==> src/rtl/conv_window_gen.sv <==
// Sliding KxK window generator over a row-major pixel stream.
// K-1 cascaded line buffers feed a shifting KxK register window.
module conv_window_gen #(
  parameter int EXP   = 8,
  parameter int MANT  = 7,
  parameter int WIDTH = 1 + EXP + MANT,
  parameter int K     = 3,
  parameter int IMG_W = 28,
  parameter int IMG_H = 28
) (
  input  logic                          clock,
  input  logic                          clock_areset_n,
  input  logic                          pixel_valid,
  input  logic                          pixel_sof,
  input  logic [WIDTH-1:0]              pixel,
  output logic                          window_valid,
  output logic [K*K-1:0][WIDTH-1:0]     window,
  output logic [$clog2(IMG_H)-1:0]      window_row,
  output logic [$clog2(IMG_W)-1:0]      window_col,
  output logic                          frame_done
);

  localparam int CW = $clog2(IMG_W);
  localparam int RW = $clog2(IMG_H);
  localparam int N  = K * K;

  logic [CW-1:0]          col_q;
  logic [RW-1:0]          row_q;
  logic [CW-1:0]          pc;
  logic [RW-1:0]          pr;
  logic                   last_col;
  logic                   last_row;
  logic                   hit;
  logic [WIDTH-1:0]       lb [K-1][IMG_W];
  logic [WIDTH-1:0]       tap [K-1];
  logic [N-1:0][WIDTH-1:0] win_q;
  logic [N-1:0][WIDTH-1:0] win_d;

  // Effective position of this pixel; sof forces (0,0).
  always_comb begin
    pc       = pixel_sof ? '0 : col_q;
    pr       = pixel_sof ? '0 : row_q;
    last_col = (pc == CW'(IMG_W - 1));
    last_row = (pr == RW'(IMG_H - 1));
    hit      = (pr >= RW'(K - 1)) && (pc >= CW'(K - 1));
  end

  // Line-buffer read at the current column (rows r-1 .. r-K+1).
  always_comb begin
    for (int i = 0; i < K - 1; i++) begin
      tap[i] = lb[i][pc];
    end
  end

  // Next window: shift left, append new column, oldest row on top.
  always_comb begin
    win_d = '0;
    for (int rr = 0; rr < K; rr++) begin
      for (int cc = 0; cc < K; cc++) begin
        if (cc < K - 1) begin
          win_d[rr*K+cc] = win_q[rr*K+cc+1];
        end else if (rr == K - 1) begin
          win_d[rr*K+cc] = pixel;
        end else begin
          win_d[rr*K+cc] = tap[K-2-rr];
        end
      end
    end
  end

  // Cascade write: pixel into newest buffer, each word moves one older.
  always_ff @(posedge clock) begin
    if (pixel_valid) begin
      lb[0][pc] <= pixel;
      for (int i = 1; i < K - 1; i++) begin
        lb[i][pc] <= tap[i-1];
      end
    end
  end

  // Raster position counters.
  always_ff @(posedge clock or negedge clock_areset_n) begin
    if (!clock_areset_n) begin
      col_q <= '0;
      row_q <= '0;
    end else if (pixel_valid) begin
      if (last_col) begin
        col_q <= '0;
        row_q <= last_row ? '0 : pr + 1'b1;
      end else begin
        col_q <= pc + 1'b1;
        row_q <= pr;
      end
    end
  end

  // Shifting KxK register window.
  always_ff @(posedge clock or negedge clock_areset_n) begin
    if (!clock_areset_n) begin
      win_q <= '0;
    end else if (pixel_valid) begin
      win_q <= win_d;
    end
  end

  // Registered window outputs and frame-end pulse.
  always_ff @(posedge clock or negedge clock_areset_n) begin
    if (!clock_areset_n) begin
      window_valid <= 1'b0;
      frame_done   <= 1'b0;
      window       <= '0;
      window_row   <= '0;
      window_col   <= '0;
    end else begin
      window_valid <= pixel_valid && hit;
      frame_done   <= pixel_valid && last_col && last_row;
      if (pixel_valid && hit) begin
        window     <= win_d;
        window_row <= pr - RW'(K - 1);
        window_col <= pc - CW'(K - 1);
      end
    end
  end

endmodule
==> config.mk <==
export PLATFORM = sky130hd
export DESIGN_NAME = conv_window_gen
export DESIGN_NICKNAME = d
export VERILOG_FILES = /design/src/rtl/conv_window_gen.sv
export SDC_FILE = /design/constraint.sdc
export NUM_CORES = 1
export LEC_CHECK = 0
export CAP_MARGIN = 10
export CELL_PAD_IN_SITES_DETAIL_PLACEMENT = 1
export CELL_PAD_IN_SITES_GLOBAL_PLACEMENT = 2
export CORE_UTILIZATION = 47
export CTS_BUF_LIST = sky130_fd_sc_hd__clkbuf_4 sky130_fd_sc_hd__clkbuf_8 sky130_fd_sc_hd__clkbuf_16
export DETAILED_ROUTE_END_ITERATION = 12
export DONT_BUFFER_PORTS = 1
export GPL_TIMING_DRIVEN = 1
export HOLD_SLACK_MARGIN = 0.12
export PLACE_DENSITY_LB_ADDON = 0.25
export SYNTH_ARGS = -nofsm -noshare
export SYNTH_HDL_FRONTEND = slang
export SYNTH_SLANG_ARGS = --single-unit
export TNS_END_PERCENT = 20
==> constraint.sdc <==
create_clock -name clock -period 6.2 [get_ports clock]
set_input_delay 0.31 -clock clock [delete_from_list [all_inputs] [get_ports clock]]
set_output_delay 0.31 -clock clock [all_outputs]
set_load 0.03 [all_outputs]
# Word-level counts from Yosys, hierarchy flattened
# Memory sizes are Yosys's and may differ from the RTL's.
# Cells that the tools add are included.
# word_totals
register_bits	262
output_inout_bits	156
ramBits	896
in_bits	20
memories	1
word_cells	53
# mem_list
name	depth	width	rd	rd_ports_with_merged_regs	write_ports	line_no	source
lb	2	448	2	0	2	34	logic [WIDTH-1:0] lb [K-1][IMG_W];
# classes
order_cmp	4
addsub	4
eq_ne	2
reduce_logical	5
muxes	15
n_bitwise	1
# ops
operator	count
two-way mux 448 bit	1
binary-select mux 16 bit (select 5 bit)	2
demux 16 bit (select 5 bit)	1
two-way mux 16 bit	5
two-way mux 5 bit	5
adder 5 x 1 -> 5 bit, second input constant	2
equality test 5 bit, second input constant	2
>= comparator 5 x 2 -> 1 bit, second input constant	2
subtractor 5 x 2 -> 5 bit, second input constant	2
>= comparator 6 bit, second input constant	1
less-than comparator 6 x 1 -> 1 bit, second input constant	1
NOT 5 -> 6 bit	1
logical AND 1 bit	5
two-way mux 1 bit	1

# Longest topological paths before layout
# logic_depth
depth_word	7
ltp_mapped	14
ltp_nobuf	8

# Worst setup path after synthesis
# No wires, ideal clock.
# synth_timing
kind	register to register
from	register col_q[1]
to	memory lb[0][192] (netlist bit), enable pin
synth_period_minus_slack_ps	4413
path_stages_with_launch	9
setup_ps	461
arrival_ps	3952
slack_ps	1787
path_buffers	4
required_ps	5739
cell_sequence	dfrtp_1 -> buf_2 -> nor2b_1 -> clkbuf_1 -> clkbuf_1 -> buf_2 -> ha_1 -> nand2_1 -> nor3_1
# synth_rtl
element	line_no	source
from (decl)	27	logic [CW-1:0] col_q;
from (signal assigned)	91	col_q <= pc + 1'b1;
to (decl)	34	

# Worst setup path in the final report
# layout_timing
from	register col_q[1]
to	register window[141] (netlist bit)
# layout_via
elab_chain_cells	4
# layout_lines
element	line_no	source
two-way mux 5 bit	41	pc = pixel_sof ? '0 : col_q;
>= comparator 5 x 2 -> 1 bit	45	hit = (pr >= RW'(K - 1)) && (pc >= CW'(K - 1));
logical AND 1 bit	45	
logical AND 1 bit	117	if (pixel_valid && hit) begin
to (signal assigned)	118	window <= win_d;
to (decl)	17	output logic [K*K-1:0][WIDTH-1:0] window,
# Every way passes these cells.
# A chain may end at the register's enable or synchronous reset.

==> results.tsv <==
metric	value	unit
status	completed	
Final min period	4.21	ns
Yosys reg bits	1158	
fin cells	4341	
initial antenna violation count	4	
CTS tree	done	
GRT Total Usage	0.281	
ys async rst share	0.226	
layout cells sized above 1	0.182	
syn_nets	2923	
Worst setup SP type	flop	
critical path type	flop to flop	
Static Leakage	0.0196	µW
setup total negative slack	0	ns
Sink Count	1158	
nets	2993	
Synth-to-Final Area Change	14.2	%
die area	98300	µm²
DR WL/cell	31.7	µm
DIE HEIGHT	314	µm
Max Cap Violations	0	
Seq/Total Area, Yosys	0.733	
Post-synth EDFFs	896	
critical path peak fanout	63	
Crit path required time	6.86	ns
# IOs	176	
Initial Util	0.477	
Slew headroom	0.195	
Longest Clk Path Bufs	3	
site row count	113	
RD Place Congestion	0.823	
setup bufs post-CTS	0	
via count	26700	
DRT iter0 DRCs	2554	
Slew Limit Fails	0	
Power, Total	21100	µW
Post-Place Setup Slack	2.17	ns
synth warn	0	
pin count of the biggest net entering global routing	263	
Post-DP HPWL	80100	µm
Synth Instances	2899	
f_max	237	MHz
Placed Cells	4069	
Avg Vias per Cell	6.16	
Final Setup Violations	0	
Worst-Margin Slew	1.20	ns
RSZ-0062 raised after global routing	no	
root buffer cell	clkbuf_16	
CTS Buf Count	118	
die width	314	µm
Avg Synthesized Cell Area	15.7	µm²
Congestion Overflow GR	0	
post-route clock period utilization	0.679	
worst vdd ir	278	µV
first-pass GRT wire length	199000	µm
post-route ant nets	0	
vias in the first global route	28200	
Final Hold Fails	0	
DRC violations left	0	
clock skew	0.0217	ns
H-tree level count	3	
First-pass DRT Iterations	8	
I/O Buffers	0	
WL final	137000	µm
synthesized area	45600	µm²
Final WS setup	1.99	ns
Critical Path End Type	flop	
clk_lat worst skew	0.72	ns
ys flop type	edfxtp_1	
fin util	0.545	
Cell variety after synth	66	
Worst Hold Class	primary input to asynchronous set/reset pin	
CTS clock-pin slew for the worst setup and hold paths	0.06	ns
Arr. time, crit path	4.87	ns
P per Cell Area	405	nW/µm²
area of the core	95600	µm²
routing by layer:
metal / GRT usage / wire, µm / vias up
li1: - / - / 11200
met1: 0.369 / 55800 / 14300
met2: 0.479 / 68900 / 943
met3: 0.0398 / 7960 / 260
met4: 0.0981 / 4860 / 0
met5: 0 / 0 / -
synth_stat cells, types with 21 or more instances:
library cell,number,area (µm²)
a21oi_1,65,325
a221oi_1,42,368
a22o_1,21,184
a22oi_1,42,315
buf_2,72,360
clkbuf_1,82,308
dfrtp_1,262,6560
edfxtp_1,896,26900
mux2_2,131,1480
mux2i_1,294,2940
mux4_2,37,833
nand2_1,443,1660
nand2b_1,26,163
nand3b_1,33,248
nor2_1,49,184
nor3_1,23,115
o211ai_1,24,180
o21ai_0,52,260
o22ai_1,82,513
o31ai_1,30,225
logic make-up (layout without fill, tap and decap cells):
group | after synthesis | count (layout) | share of synthesized area
other | 0 | 2 | 0
muxes | 462 | 462 | 0.115
adders and majority gates | 4 | 4 | 0.00110
xor gates and xnor gates | 3 | 3 | 0.000576
DFF | 1158 | 1158 | 0.733
and+or+nand+nor | 631 | 631 | 0.0607
buffers and inverters | 201 | 376 | 0.0212
AOI/OAI and AO/OA | 440 | 440 | 0.0681
through the flow:
step	hold slack, ns	cell area, µm²
after floorplan	0.0144	45600
after global placement	0.0200	47400
after detailed placement	0.0184	47400
after CTS	0.122	52100
after global routing	0.179	52100
final	0.176	52100
final timing paths:
path                                start           to  slack [ns]  depth (start not counted)
max                              col_q[1]  window[141]        1.99                         10
min                        clock_areset_n   window[12]        0.18                          2
max reg2reg                      col_q[1]  window[141]        1.99                         10
min reg2reg                    win_d[102]  window[102]        0.47                          2
max in group asynchronous  clock_areset_n  window[102]        4.71                          3
min in group clock            pixel_valid     col_q[0]        0.18                          3
cell type report:
class,instances,area (µm²)
fillers,8882,43500
flip-flops and latches,1158,33500
multi-input cells,1540,11500
clock buffers,142,3180
well taps,1265,1580
repair buffers,135,1390
clock inverters,83,890
inverters,16,63.8
diodes,2,5.00
cells in the final DEF (no fill, tap or decap), drive strengths merged, types with 6 or more instances in the layout:
cell / n
clkbuf: 142
inv: 17
edfxtp: 896
a221o: 8
nor3: 23
nand2: 443
o21ai: 56
a211oi: 13
nand2b: 26
or2: 6
nand3: 9
or3b: 6
a22oi: 42
nand3b: 33
mux2i: 294
bufinv: 16
o31ai: 30
a21oi: 65
a32oi: 8
clkinv: 59
buf: 110
a22o: 21
a221oi: 45
mux2: 131
nor2: 49
dfrtp: 262
clkinvlp: 7
and2: 8
and3b: 6
mux4: 37
dlygate4sd3: 25
o22ai: 82
nor2b: 8
o221ai: 10
o211ai: 24
o2bb2ai: 7
report_power, final:
part	total [µW]	internal [µW]	switching, µW
sequential	11000	9380	1670
combinational	2650	933	1710
clock	7430	4330	3090
worst max-delay path: stages (launching register included):
cell	delay, ns
dfrtp_2	0.57
nor2b_4	0.23
clkinv_2	0.62
ha_1	0.54
a311oi_4	0.37
o21ai_4	0.13
inv_4	0.54
buf_12	0.35
nand2_1	0.10
dlygate4sd3_1	0.57
nand2_1	0.06
repair_timing:
item                                   4_1_cts  5_1_grt
hold buffers                                42        0
resized for setup                            0        0
endpoints found under the hold margin      835        0
flip-flops by register name, indices dropped and copies added, names as in the netlist:
signal        cells
row_q             5
window_col        5
lb              896
window_row        5
frame_done        1
window          144
col_q             5
win_d            96
window_valid      1
Power figures use the tool's default switching activity.
